<file path="src/rtl/hpc_pkg.sv">
// Shared definitions for the test master: slave register map and FSM encoding.
package hpc_pkg;

   localparam logic [4:0] I1_ADDR = 5'h00;
   localparam logic [4:0] I2_ADDR = 5'h04;
   localparam logic [4:0] O1_ADDR = 5'h08;
   localparam logic [4:0] O2_ADDR = 5'h0C;
   localparam logic [4:0] O3_ADDR = 5'h10;

   typedef enum logic [3:0] {
      S_IDLE   = 4'd0,
      S_RST_HI = 4'd1,
      S_RST_LO = 4'd2,
      S_EN_HI  = 4'd3,
      S_RUN    = 4'd4,
      S_EN_LO  = 4'd5,
      S_SETTLE = 4'd6,
      S_RD1    = 4'd7,
      S_CAP1   = 4'd8,
      S_RD2    = 4'd9,
      S_CAP2   = 4'd10,
      S_RD3    = 4'd11,
      S_CAP3   = 4'd12,
      S_FIN    = 4'd13
   } state_t;

   // Address presented on the bus while in a given state; 0 in strobe-free states.
   function automatic logic [4:0] strobe_addr(input state_t s);
      case (s)
         S_RST_HI, S_RST_LO: strobe_addr = I1_ADDR;
         S_EN_HI, S_EN_LO:   strobe_addr = I2_ADDR;
         S_RD1:              strobe_addr = O1_ADDR;
         S_RD2:              strobe_addr = O2_ADDR;
         S_RD3:              strobe_addr = O3_ADDR;
         default:            strobe_addr = 5'h00;
      endcase
   endfunction

endpackage

</file>
<file path="src/rtl/run_timer.sv">
// Loadable down-counter used for both the RUN and SETTLE waits; saturates at zero.
module run_timer #(
   parameter int WIDTH = 32
) (
   input  logic             clk,
   input  logic             reset,
   input  logic             load_i,
   input  logic             enable_i,
   input  logic [WIDTH-1:0] load_value_i,
   output logic             zero_o
);

   logic [WIDTH-1:0] count_q;

   always_ff @(posedge clk) begin
      if (reset) begin
         count_q <= '0;
      end else if (load_i) begin
         count_q <= load_value_i;
      end else if (enable_i && (count_q != '0)) begin
         count_q <= count_q - 1'b1;
      end
   end

   assign zero_o = (count_q == '0);

endmodule

</file>
<file path="src/rtl/avalon_test_master.sv">
// Avalon-MM master that pulses a slave's reset/enable, waits, then reads back three results.
module avalon_test_master
   import hpc_pkg::*;
#(
   parameter int WIDTH         = 32,
   parameter int SETTLE_CYCLES = 8
) (
   input  logic             clk,
   input  logic             reset,
   output logic [4:0]       master_address,
   output logic             master_read,
   output logic             master_write,
   output logic [WIDTH-1:0] master_writedata,
   input  logic [WIDTH-1:0] master_readdata,
   input  logic             start,
   input  logic             abort,
   input  logic [WIDTH-1:0] run_cycles,
   output logic             busy,
   output logic             done,
   output logic             aborted,
   output logic [WIDTH-1:0] res_data_ctr,
   output logic [WIDTH-1:0] res_event_ctr,
   output logic [WIDTH-1:0] res_rand_a,
   output state_t           dbg_state_o
);

   // SETTLE is entered with SETTLE_CYCLES-1 loaded so it lasts exactly SETTLE_CYCLES cycles.
   localparam logic [WIDTH-1:0] SETTLE_LOAD =
      (SETTLE_CYCLES > 0) ? WIDTH'(SETTLE_CYCLES - 1) : '0;

   state_t           state_q, state_d;
   logic             aborted_q, aborted_d;
   logic             busy_q, done_q;
   logic             read_q, write_q;
   logic [4:0]       addr_q;
   logic [WIDTH-1:0] wdata_q;
   logic [WIDTH-1:0] res1_q, res2_q, res3_q;

   logic             tmr_load, tmr_enable, tmr_zero;
   logic [WIDTH-1:0] tmr_value;

   assign tmr_load   = ((state_q == S_IDLE) && start) || (state_q == S_EN_LO);
   assign tmr_value  = (state_q == S_IDLE) ? run_cycles : SETTLE_LOAD;
   assign tmr_enable = (state_q == S_EN_HI) || (state_q == S_RUN) || (state_q == S_SETTLE);

   run_timer #(.WIDTH(WIDTH)) u_timer (
      .clk          (clk),
      .reset        (reset),
      .load_i       (tmr_load),
      .enable_i     (tmr_enable),
      .load_value_i (tmr_value),
      .zero_o       (tmr_zero)
   );

   always_comb begin
      state_d   = state_q;
      aborted_d = aborted_q;
      case (state_q)
         S_IDLE: if (start) begin
            state_d   = S_RST_HI;
            aborted_d = 1'b0;
         end
         S_RST_HI: state_d = S_RST_LO;
         S_RST_LO: state_d = S_EN_HI;
         // EN_HI already decrements, so RUN sees run_cycles-1 down to 0.
         S_EN_HI, S_RUN: begin
            if (abort) begin
               state_d   = S_EN_LO;
               aborted_d = 1'b1;
            end else if (tmr_zero) begin
               state_d = S_EN_LO;
            end else begin
               state_d = S_RUN;
            end
         end
         S_EN_LO:  state_d = (SETTLE_CYCLES == 0) ? S_RD1 : S_SETTLE;
         S_SETTLE: if (tmr_zero) state_d = S_RD1;
         S_RD1:    state_d = S_CAP1;
         S_CAP1:   state_d = S_RD2;
         S_RD2:    state_d = S_CAP2;
         S_CAP2:   state_d = S_RD3;
         S_RD3:    state_d = S_CAP3;
         S_CAP3:   state_d = S_FIN;
         S_FIN:    state_d = S_IDLE;
         default:  state_d = S_IDLE;
      endcase
   end

   // Bus outputs are decoded from state_d so they are registered and aligned with state_q.
   always_ff @(posedge clk) begin
      if (reset) begin
         state_q   <= S_IDLE;
         aborted_q <= 1'b0;
         busy_q    <= 1'b0;
         done_q    <= 1'b0;
         read_q    <= 1'b0;
         write_q   <= 1'b0;
         addr_q    <= '0;
         wdata_q   <= '0;
         res1_q    <= '0;
         res2_q    <= '0;
         res3_q    <= '0;
      end else begin
         state_q   <= state_d;
         aborted_q <= aborted_d;
         busy_q    <= (state_d != S_IDLE);
         done_q    <= (state_d == S_FIN);
         write_q   <= (state_d inside {S_RST_HI, S_RST_LO, S_EN_HI, S_EN_LO});
         read_q    <= (state_d inside {S_RD1, S_RD2, S_RD3});
         addr_q    <= strobe_addr(state_d);
         wdata_q   <= ((state_d == S_RST_HI) || (state_d == S_EN_HI)) ? WIDTH'(1) : '0;
         if (state_q == S_CAP1) res1_q <= master_readdata;
         if (state_q == S_CAP2) res2_q <= master_readdata;
         if (state_q == S_CAP3) res3_q <= master_readdata;
      end
   end

   assign master_address   = addr_q;
   assign master_read      = read_q;
   assign master_write     = write_q;
   assign master_writedata = wdata_q;
   assign busy             = busy_q;
   assign done             = done_q;
   assign aborted          = aborted_q;
   assign res_data_ctr     = res1_q;
   assign res_event_ctr    = res2_q;
   assign res_rand_a       = res3_q;
   assign dbg_state_o      = state_q;

endmodule

</file>
<file path="config.mk">
export PLATFORM = sky130hd
export DESIGN_NAME = avalon_test_master
export DESIGN_NICKNAME = d
export VERILOG_FILES = /design/src/rtl/hpc_pkg.sv /design/src/rtl/run_timer.sv /design/src/rtl/avalon_test_master.sv
export SDC_FILE = /design/constraint.sdc
export NUM_CORES = 1
export LEC_CHECK = 0
export CORE_MARGIN = 4
export CORE_UTILIZATION = 39
export CTS_CLUSTER_DIAMETER = 50
export DETAILED_ROUTE_END_ITERATION = 10
export GPL_TIMING_DRIVEN = 0
export PLACE_DENSITY_LB_ADDON = 0.12
export SYNTH_ARGS = -nofsm -noshare
export SYNTH_HDL_FRONTEND = slang
export SYNTH_SLANG_ARGS = --single-unit
</file>
<file path="constraint.sdc">
create_clock -name clk -period 2.8 [get_ports clk]
set_input_delay 0.56 -clock clk [delete_from_list [all_inputs] [get_ports clk]]
set_output_delay 0.56 -clock clk [all_outputs]
set_load 0.05 [all_outputs]
</file>
[After elaboration in Yosys (flattened, before gate mapping)]
Index checks and enable logic that the tools add are counted.
Storage, ports and cells
  register bits: 174
  input bits: 68
  output and inout port bits: 142
  word-level logic and storage cells: 65
Cells by class
  add/subtract/negate cells: 1
  eq/ne operators: 22
  muxes and demuxes: 13
  reduce and logical (&&, ||, !) cells: 17
Operators by type and width (number)
  2-to-1 mux 32 bit: 3
  one-hot mux 4 bit (12 select lines): 1
  equality test 4 bit, second input constant: 8
  logical NOT 32 bit: 1
  nonzero test 32 bit: 1
  subtractor 32 x 1 -> 32 bit, second input constant: 1
  equality test 4 x 3 -> 1 bit, second input constant: 6
  one-hot mux 5 bit (4 select lines): 1
  equality test 4 x 2 -> 1 bit, second input constant: 4
  equality test 4 x 1 -> 1 bit, second input constant: 2
  2-to-1 mux 4 bit: 2
  nonzero test 4 bit: 2
  2-to-1 mux 1 bit: 5
  logical NOT 4 bit: 1
  logical OR 1 bit: 4
  != test 2 bit, second input constant: 2
  nonzero test 2 bit: 2
  OR reduction 2 bit: 2
  AND reduction 3 bit: 1
  nonzero test 3 bit: 1
  logical AND 1 bit: 2
  one-hot mux 1 bit (2 select lines): 1

[Longest topological paths before layout]
Gate-level depths: netlist of run 1.
  depth in word-level cells: 7
  mapped depth: 10

[Cells and area by module]
A second synthesis of run 1 with hierarchy kept.
Unflattened totals
  cells, all modules: 794
  area total of the unflattened synthesis: 6354.8 um2
By module, submodules not included
  avalon_test_master: times used 1, cells an instance 561, area each 4361.7 um2
  run_timer: times used 1, cells an instance 233, area each 1993.2 um2

[Worst setup path after synthesis of run 1]
No wires, ideal clock.
  kind: register to register
  start point: register state_q[2] (netlist: dbg_state_o[2])
  end point: register u_timer.count_q[31]
  setup time: 0.117 ns
  arrival time: 2.059 ns
  data required time: 2.683 ns
  slack: 0.623 ns
  stages on the path, launching flop included: 9
  buffers on the path: 2
  clock period less this slack: 2.177 ns
  path through: dfxtp_1 -> buf_2 -> nand2b_1 -> a21oi_4 -> inv_2 -> nor2_2 -> buf_2 -> nand3_1 -> a32o_1
On the way
  cells in the longest elaborated chain, start to end: 5
  elaborated cells between the ends (all ways): 13
  classes of those cells: 4 x eq/ne; 2 x mux; 7 x reduce/logical
Ends and longest elaborated chain
  start, declared: line avalon_test_master.sv:31  | state_t state_q, state_d;
  start signal, assigned: line avalon_test_master.sv:104  | state_q <= state_d;
  equality test 4 x 2 -> 1 bit / equality test 4 x 3 -> 1 bit (equally long branches): line avalon_test_master.sv:44  | assign tmr_enable = (state_q == S_EN_HI) || (state_q == S_RUN) || (state_q == S_SETTLE);
  logical OR 1 bit (2 in a row): line avalon_test_master.sv:44
  logical AND 1 bit: line run_timer.sv:20  | end else if (enable_i && (count_q != '0)) begin
  nonzero test 2 bit (no source line)
  end signal, assigned: line run_timer.sv:19  | count_q <= load_value_i;
  end signal, assigned: line run_timer.sv:21  | count_q <= count_q - 1'b1;
  end, declared: line run_timer.sv:13  | logic [WIDTH-1:0] count_q;
Parallel ways exist; a longest one is shown, timed or not.
A chain may end at the register's enable or synchronous reset.

[Final worst setup path of run 1]
  start point: register u_timer.count_q[0]
  end point: register u_timer.count_q[14]
On the way
  cells in the longest elaborated chain, start to end: 3
  elaborated cells between the ends (all ways): 6
  classes of those cells: 1 x add/sub; 2 x mux; 3 x reduce/logical
Ends and longest elaborated chain (line)
  subtractor 32 x 1 -> 32 bit / nonzero test 32 bit (equally long branches): run_timer.sv:21, run_timer.sv:20
  2-to-1 mux 32 bit / logical AND 1 bit (equally long branches): run_timer.sv:20
  2-to-1 mux 32 bit / nonzero test 2 bit (equally long branches)
Parallel ways exist; a longest one is shown, timed or not. The select of a mux whose other input is x is not followed.

==> results of run 1 <==
synth_stat cells (all sizes together) (3+ instances only):
cell    instances
nand2b          5
a21oi         118
or4             3
xor2           11
clkbuf         34
dfxtp         141
xnor2           5
a221oi          6
and3            3
nor2           34
nor4           11
nand3          11
nand4           9
inv             7
nand4b          4
a211oi         11
o21ai          17
buf            50
a22o            3
a21o            3
nor3           27
nand2         224
nor2b           4
a32o            7
area by class of cell:
class	instances	area (µm²)	area share, %
Clock buffer	19	453	5.00
Timing Repair Buffer	176	1760	19.5
Buffer	84	473	5.22
Multi-Input combinational cell	582	3140	34.7
Clock inverter	13	106	1.17
Sequential cell	141	2820	31.2
Inverter	7	26.3	0.290
Tap cell	216	270	2.98
per-stage QoR:
step / instance area [µm²] / hold WS [ps]
5_1_grt: 9060 / 473
4_1_cts: 9060 / 453
2_1_floorplan: 6460 / 468
3_5_place_dp: 8500 / 445
3_3_place_gp: 8500 / 441
6_report: 9060 / 452
metal layers:
| layer | up-vias | track usage [%] |
|---|---|---|
| li1 | 3071 | - |
| met1 | 2893 | 29.5 |
| met2 | 228 | 34.5 |
| met3 | 25 | 7.39 |
| met4 | 0 | 7.61 |
| met5 | - | 0 |
critical path, delay by kind of cell (launching register included):
| kind | cells | cell delay, ps |
|---|---|---|
| fa+ha+maj | 1 | 180 |
| compound gates | 2 | 740 |
| flops | 1 | 350 |
| buf+inv | 2 | 190 |
| simple gates | 4 | 900 |
sequential cells by signal (all words and copies together), names as in the netlist:
register and cells:
aborted 1, busy 1, dbg_state_o 4, done 1
master_address 3, master_read 1, master_write 1, master_writedata 1
res_data_ctr 32, res_event_ctr 32, res_rand_a 32, u_timer.count_q 32
where the power goes:
| part | internal [mW] | switching, mW | total [mW] | leakage [nW] |
|---|---|---|---|---|
| clock network | 1.20 | 0.943 | 2.14 | 0.266 |
| logic | 0.504 | 0.810 | 1.31 | 1.81 |
| registers | 2.10 | 0.117 | 2.22 | 1.14 |
path summary, 6_finish.rpt:
path | slack (ps) | depth (start not counted) | endpoint
worst max-delay path | 330 | 9 | u_timer.count_q[14]
worst min-delay path | 450 | 2 | res_rand_a[15]
worst max register to register | 330 | 9 | u_timer.count_q[14]
worst min register to register | 450 | 2 | res_rand_a[15]
logic make-up (layout without fill, tap and decap cells):
| group | after synthesis | count (layout) | share of synthesized area, % |
|---|---|---|---|
| XOR/XNOR | 16 | 16 | 2.21 |
| adder cells (fa/ha/maj) | 1 | 1 | 0.197 |
| AO/OA/AOI/OAI | 186 | 186 | 18.8 |
| AND/OR/NAND/NOR | 346 | 346 | 26.4 |
| buffers and inverters | 91 | 299 | 7.87 |
| other | 1 | 33 | 0.0591 |
| flip-flops | 141 | 141 | 44.5 |
==> flow_metrics.env, run 1 <==
export IMPL_cts_resized=0
export IMPL_leakage_nw=3.22
export IMPL_final_cell_mix="nand2_1, clkdlybuf4s50_1, dfxtp_1, a21oi_1, buf_4"
export IMPL_max_stage_delay_ps=500
export IMPL_path_class="flip-flop to flip-flop"
export IMPL_die_area_mm2=0.0184
export IMPL_seq_area_frac_synth_pct=44.5
export IMPL_avgSynthCellArea_um2=8.11
export IMPL_remaining_drc_errors=0
export IMPL_timing_rr_start="u_timer.count_q[0]"
export IMPL_ys_types=69
export IMPL_critPathArrivalTime_ps=2790
export IMPL_final_common_cell="nand2_1"
export IMPL_n_fill_cell=1515
export IMPL_ys_top_cells_by_area="dfxtp_1, nand2_1, a21oi_1, buf_4, clkbuf_1"
export IMPL_routed_via_density=5.02
export IMPL_power_total_mw=5.67
export IMPL_crit_start="u_timer.count_q[0]"
export IMPL_hp_start="res_rand_a[15]"
export IMPL_drt_wl_total_um=20500
export IMPL_area_growth_pct=42.7
export IMPL_dp_cells=1206
export IMPL_fp_dieW_um=136
export IMPL_synth_main_ff_cell="dfxtp_1"
export IMPL_initial_core_util_pct=39.9
export IMPL_fin_cells=1238
export IMPL_setup_ws_ps=331
export IMPL_antenna_cells=0
export IMPL_post_cts_buffers=0
export IMPL_grt_pass1_vias=5955
export IMPL_period_needed_ps=2470
export IMPL_power_density_mw_per_mm2=626
export IMPL_rsz0062_at_grt="no"
export IMPL_clock_path_buffers=2
export IMPL_holdBufCountCts=0
export IMPL_crit_fanout=10
export IMPL_num_vias=6217
export IMPL_core_mm2=0.0159
export IMPL_grt_max_degree=17
export IMPL_max_freq_mhz=405
export IMPL_boundaryPins=210
export IMPL_finalHoldViolCount=0
export IMPL_antenna_found_initial=0
export IMPL_finalMaxSlewViolations=0
export IMPL_layout_nets=1078
export IMPL_grt_overflow_total=0
export IMPL_synth_area_mm2=0.00634
export IMPL_final_period_utilization_pct=88.2
export IMPL_peakVddDrop_mv=0.450
export IMPL_slew_headroom_pct=45.5
export IMPL_final_util_pct=57.0
export IMPL_synth_edf_count=0
export IMPL_status="finished, final reports clean"
export IMPL_clock_sinks=141
export IMPL_dr_max_layer_used="met4"
export IMPL_met2_length_um=9480
export IMPL_tightest_slew_ps=818
export IMPL_placement_io_buffers=176
export IMPL_wl_met3_um=1700
export IMPL_crit_slowest_cell="a21oi_4"
export IMPL_synthCells=782
export IMPL_tns_ps=0
export IMPL_synth_warnings=0
export IMPL_grt_pass1_wl_um=32000
export IMPL_path_clk_slew_ps=60
export IMPL_synth_seq_cells=141
export IMPL_cp_cell_sequence="inv_1, ha_1, nor3b_4, and4_4, buf_6, nand3_4, a21oi_4, nor2_4, a32o_1"
export IMPL_wl_per_cell_um=16.6
export IMPL_clk_latency_ps=430
export IMPL_place_gp_congestion=0.870
export IMPL_hold_path_class="flip-flop to flip-flop"
export IMPL_post_place_ws_ps=166
export IMPL_dpl_hpwl_um=15100
export IMPL_met1Wirelength_um=9000
export IMPL_firstDrtPassIters=5
export IMPL_drv_cap=0
export IMPL_htreeDepth=4
export IMPL_setup_violations=0
export IMPL_async_flop_share_pct=0
export IMPL_rows=46
export IMPL_fp_dieH_um=136
export IMPL_synth_top_area_share_pct=44.5
export IMPL_crit_required_ps=3120
export IMPL_worstSetupStartpointType="flip-flop"
export IMPL_cts_inserted_buffers=17
export IMPL_yosysTopAreaCell="dfxtp_1"
export IMPL_drive_gt1_share_pct=12.1
export IMPL_tritoncts="built"
export IMPL_ant_nets=0
export IMPL_critPathCaptureType="flip-flop"
export IMPL_drtIter0Drc=360
export IMPL_fin_worst_skew_ps=7.70
export IMPL_grt_usage_pct=22.4
export IMPL_root_buffer="clkbuf_16"
(Power assumes the default switching activity.)
==> inputs of run 2 (changes only) <==
SYNTH_HIERARCHICAL = 1   (was unset)
==> flow_metrics.env, run 2 <==
export IMPL_grt_usage_pct=21.5
export IMPL_layout_nets=1090
export IMPL_yosysTopAreaCell="dfxtp_1"
export IMPL_rows=46
export IMPL_rr_endpoint="u_timer/count_q[4]"
export IMPL_status="finished, final reports clean"
export IMPL_antenna_found_initial=0
export IMPL_leakage_nw=3.20
export IMPL_fp_dieH_um=136
export IMPL_antenna_cells=0
export IMPL_max_freq_mhz=382
export IMPL_synth_main_ff_cell="dfxtp_1"
export IMPL_reg2reg_setup_slack_ps=190
export IMPL_synth_area_mm2=0.00635
export IMPL_power_total_mw=6.02
export IMPL_crit_fanout=10
export IMPL_tns_ps=0
export IMPL_dpl_hpwl_um=14600
export IMPL_post_cts_buffers=0
export IMPL_critPathCaptureType="flip-flop"
export IMPL_synth_seq_cells=141
export IMPL_clock_path_buffers=2
export IMPL_timing_rr_start="dbg_state_o[0]"
export IMPL_power_density_mw_per_mm2=657
export IMPL_drive_gt1_share_pct=10.2
export IMPL_synthCells=794
export IMPL_hp_start="res_rand_a[23]"
export IMPL_final_period_utilization_pct=93.4
export IMPL_synth_top_family_by_area="simple AND/OR/NAND/NOR gates"
export IMPL_drtIter0Drc=402
export IMPL_synth_commonest_cells="nand2_1, dfxtp_1, a21oi_1"
export IMPL_die_area_mm2=0.0184
export IMPL_muxShareOfSynthArea_pct=0
export IMPL_final_cell_mix="nand2_1, clkdlybuf4s50_1, dfxtp_1, a21oi_1, nor2_1"
export IMPL_fp_dieW_um=136
export IMPL_hold_path_class="flip-flop to flip-flop"
export IMPL_synth_top_area_share_pct=44.4
export IMPL_yosys_area_share_simple_pct=27.3
export IMPL_grt_overflow_total=0
export IMPL_peakVddDrop_mv=0.422
export IMPL_firstDrtPassIters=5
export IMPL_period_needed_ps=2610
export IMPL_slew_headroom_pct=9.21
export IMPL_critPathArrivalTime_ps=2930
export IMPL_wl_per_cell_um=15.9
export IMPL_avgSynthCellArea_um2=8.00
export IMPL_core_mm2=0.0159
export IMPL_boundaryPins=210
export IMPL_ys_types=63
export IMPL_ys_top_cells_by_area="dfxtp_1, nand2_1, a21oi_1, buf_4, and2_1"
export IMPL_min_to="res_rand_a[23]"
export IMPL_synthAdderAreaFrac_pct=0.197
export IMPL_worstHoldPathCells=2
export IMPL_yosysMostFrequentCell="nand2_1"
export IMPL_grt_pass1_vias=5866
export IMPL_cts_inserted_buffers=17
export IMPL_finalMaxSlewViolations=0
export IMPL_synth_edf_count=0
export IMPL_setup_violations=0
export IMPL_clock_sinks=141
export IMPL_area_growth_pct=44.0
export IMPL_synth_warnings=6
export IMPL_synth_compound_area_share_pct=18.9
export IMPL_num_vias=6176
export IMPL_async_flop_share_pct=0
export IMPL_ant_nets=0
export IMPL_place_gp_congestion=0.810
export IMPL_tritoncts="built"
export IMPL_tightest_slew_ps=1350
export IMPL_grt_pass1_wl_um=31000
export IMPL_drt_wl_total_um=19900
export IMPL_rsz0062_at_grt="no"
export IMPL_crit_required_ps=3120
export IMPL_finalHoldViolCount=0
export IMPL_path_clk_slew_ps=60
export IMPL_routed_via_density=4.94
export IMPL_final_common_cell="nand2_1"
export IMPL_worstSetupStartpointType="flip-flop"
export IMPL_path_class="flip-flop to flip-flop"
export IMPL_grt_max_degree=17
export IMPL_reg2reg_depth=5
export IMPL_htreeDepth=4
export IMPL_fin_worst_skew_ps=8.57
export IMPL_synth_xor_xnor_area_share_pct=1.24
export IMPL_root_buffer="clkbuf_16"
export IMPL_remaining_drc_errors=0
export IMPL_clk_latency_ps=430
export IMPL_initial_core_util_pct=39.9
export IMPL_placement_io_buffers=176
export IMPL_seq_area_frac_synth_pct=44.4
export IMPL_drv_cap=0
[run 2: cell type report]
| class | instances | area [µm²] |
|---|---|---|
| Buffer | 85 | 473 |
| Clock buffer | 18 | 439 |
| Clock inverter | 14 | 181 |
| Fill cell | 1482 | 6790 |
| Inverter | 7 | 26.3 |
| Multi-Input combinational cell | 593 | 3170 |
| Sequential cell | 141 | 2820 |
| Tap cell | 216 | 270 |
| Timing Repair Buffer | 176 | 1760 |
[run 2: cells by family after synthesis]
group                      Yosys count
xor gates and xnor gates             9
DFF                                141
buffers and inverters               92
AOI/OAI and AO/OA                  184
other                                1
and+or+nand+nor                    366
adders and majority gates            1
[run 2: worst max-delay path by stage]
stage                       start  cells after the start             endpoint
3_3_place_gp                start                      7  u_timer/count_q[29]
3_5_place_dp                start                      7   u_timer/count_q[4]
4_1_cts        u_timer/count_q[0]                      7  u_timer/count_q[26]
5_1_grt            dbg_state_o[3]                      5   u_timer/count_q[4]
2_1_floorplan      dbg_state_o[1]                      6  u_timer/count_q[19]
6_report           dbg_state_o[0]                      5   u_timer/count_q[4]
[run 2: worst max-delay path, cell delays in order (launching register included)]
cell and delay [ps]:
dfxtp_1 380, nor4_1 1140, clkbuf_1 440, and2_1 200, nor2_1 50, a311oi_1 300
[run 2: what timing repair did]
item	4_1_cts	5_1_grt
resized for setup	0	3
endpoints found under the hold margin	0	0
endpoints found under the setup margin	0	9
hold buffers	0	0
[run 2: metrics by stage]
stage               util, %  setup slack, ps  instances  area [µm²]  hold slack (ps)
floorplan                 -              169        826        6480              463
global placement       53.4             47.6       1218        8510              440
detailed placement     53.4             26.5       1218        8510              446
CTS                    57.3              130       1250        9130              454
global route           57.4             1.48       1250        9150              466
finish                 57.4              185       1250        9150              452
[run 2: where the power goes]
part	switching (mW)	internal (mW)	total (mW)
clock	0.948	1.44	2.39
combinational	0.847	0.527	1.37
sequential	0.129	2.12	2.25
[run 2: routing by layer]
metal / global-route usage [%] / wire length (µm)
met5: 0 / 0
met4: 5.71 / 270
met3: 7.50 / 1550
met2: 33.8 / 9200
met1: 28.2 / 8860
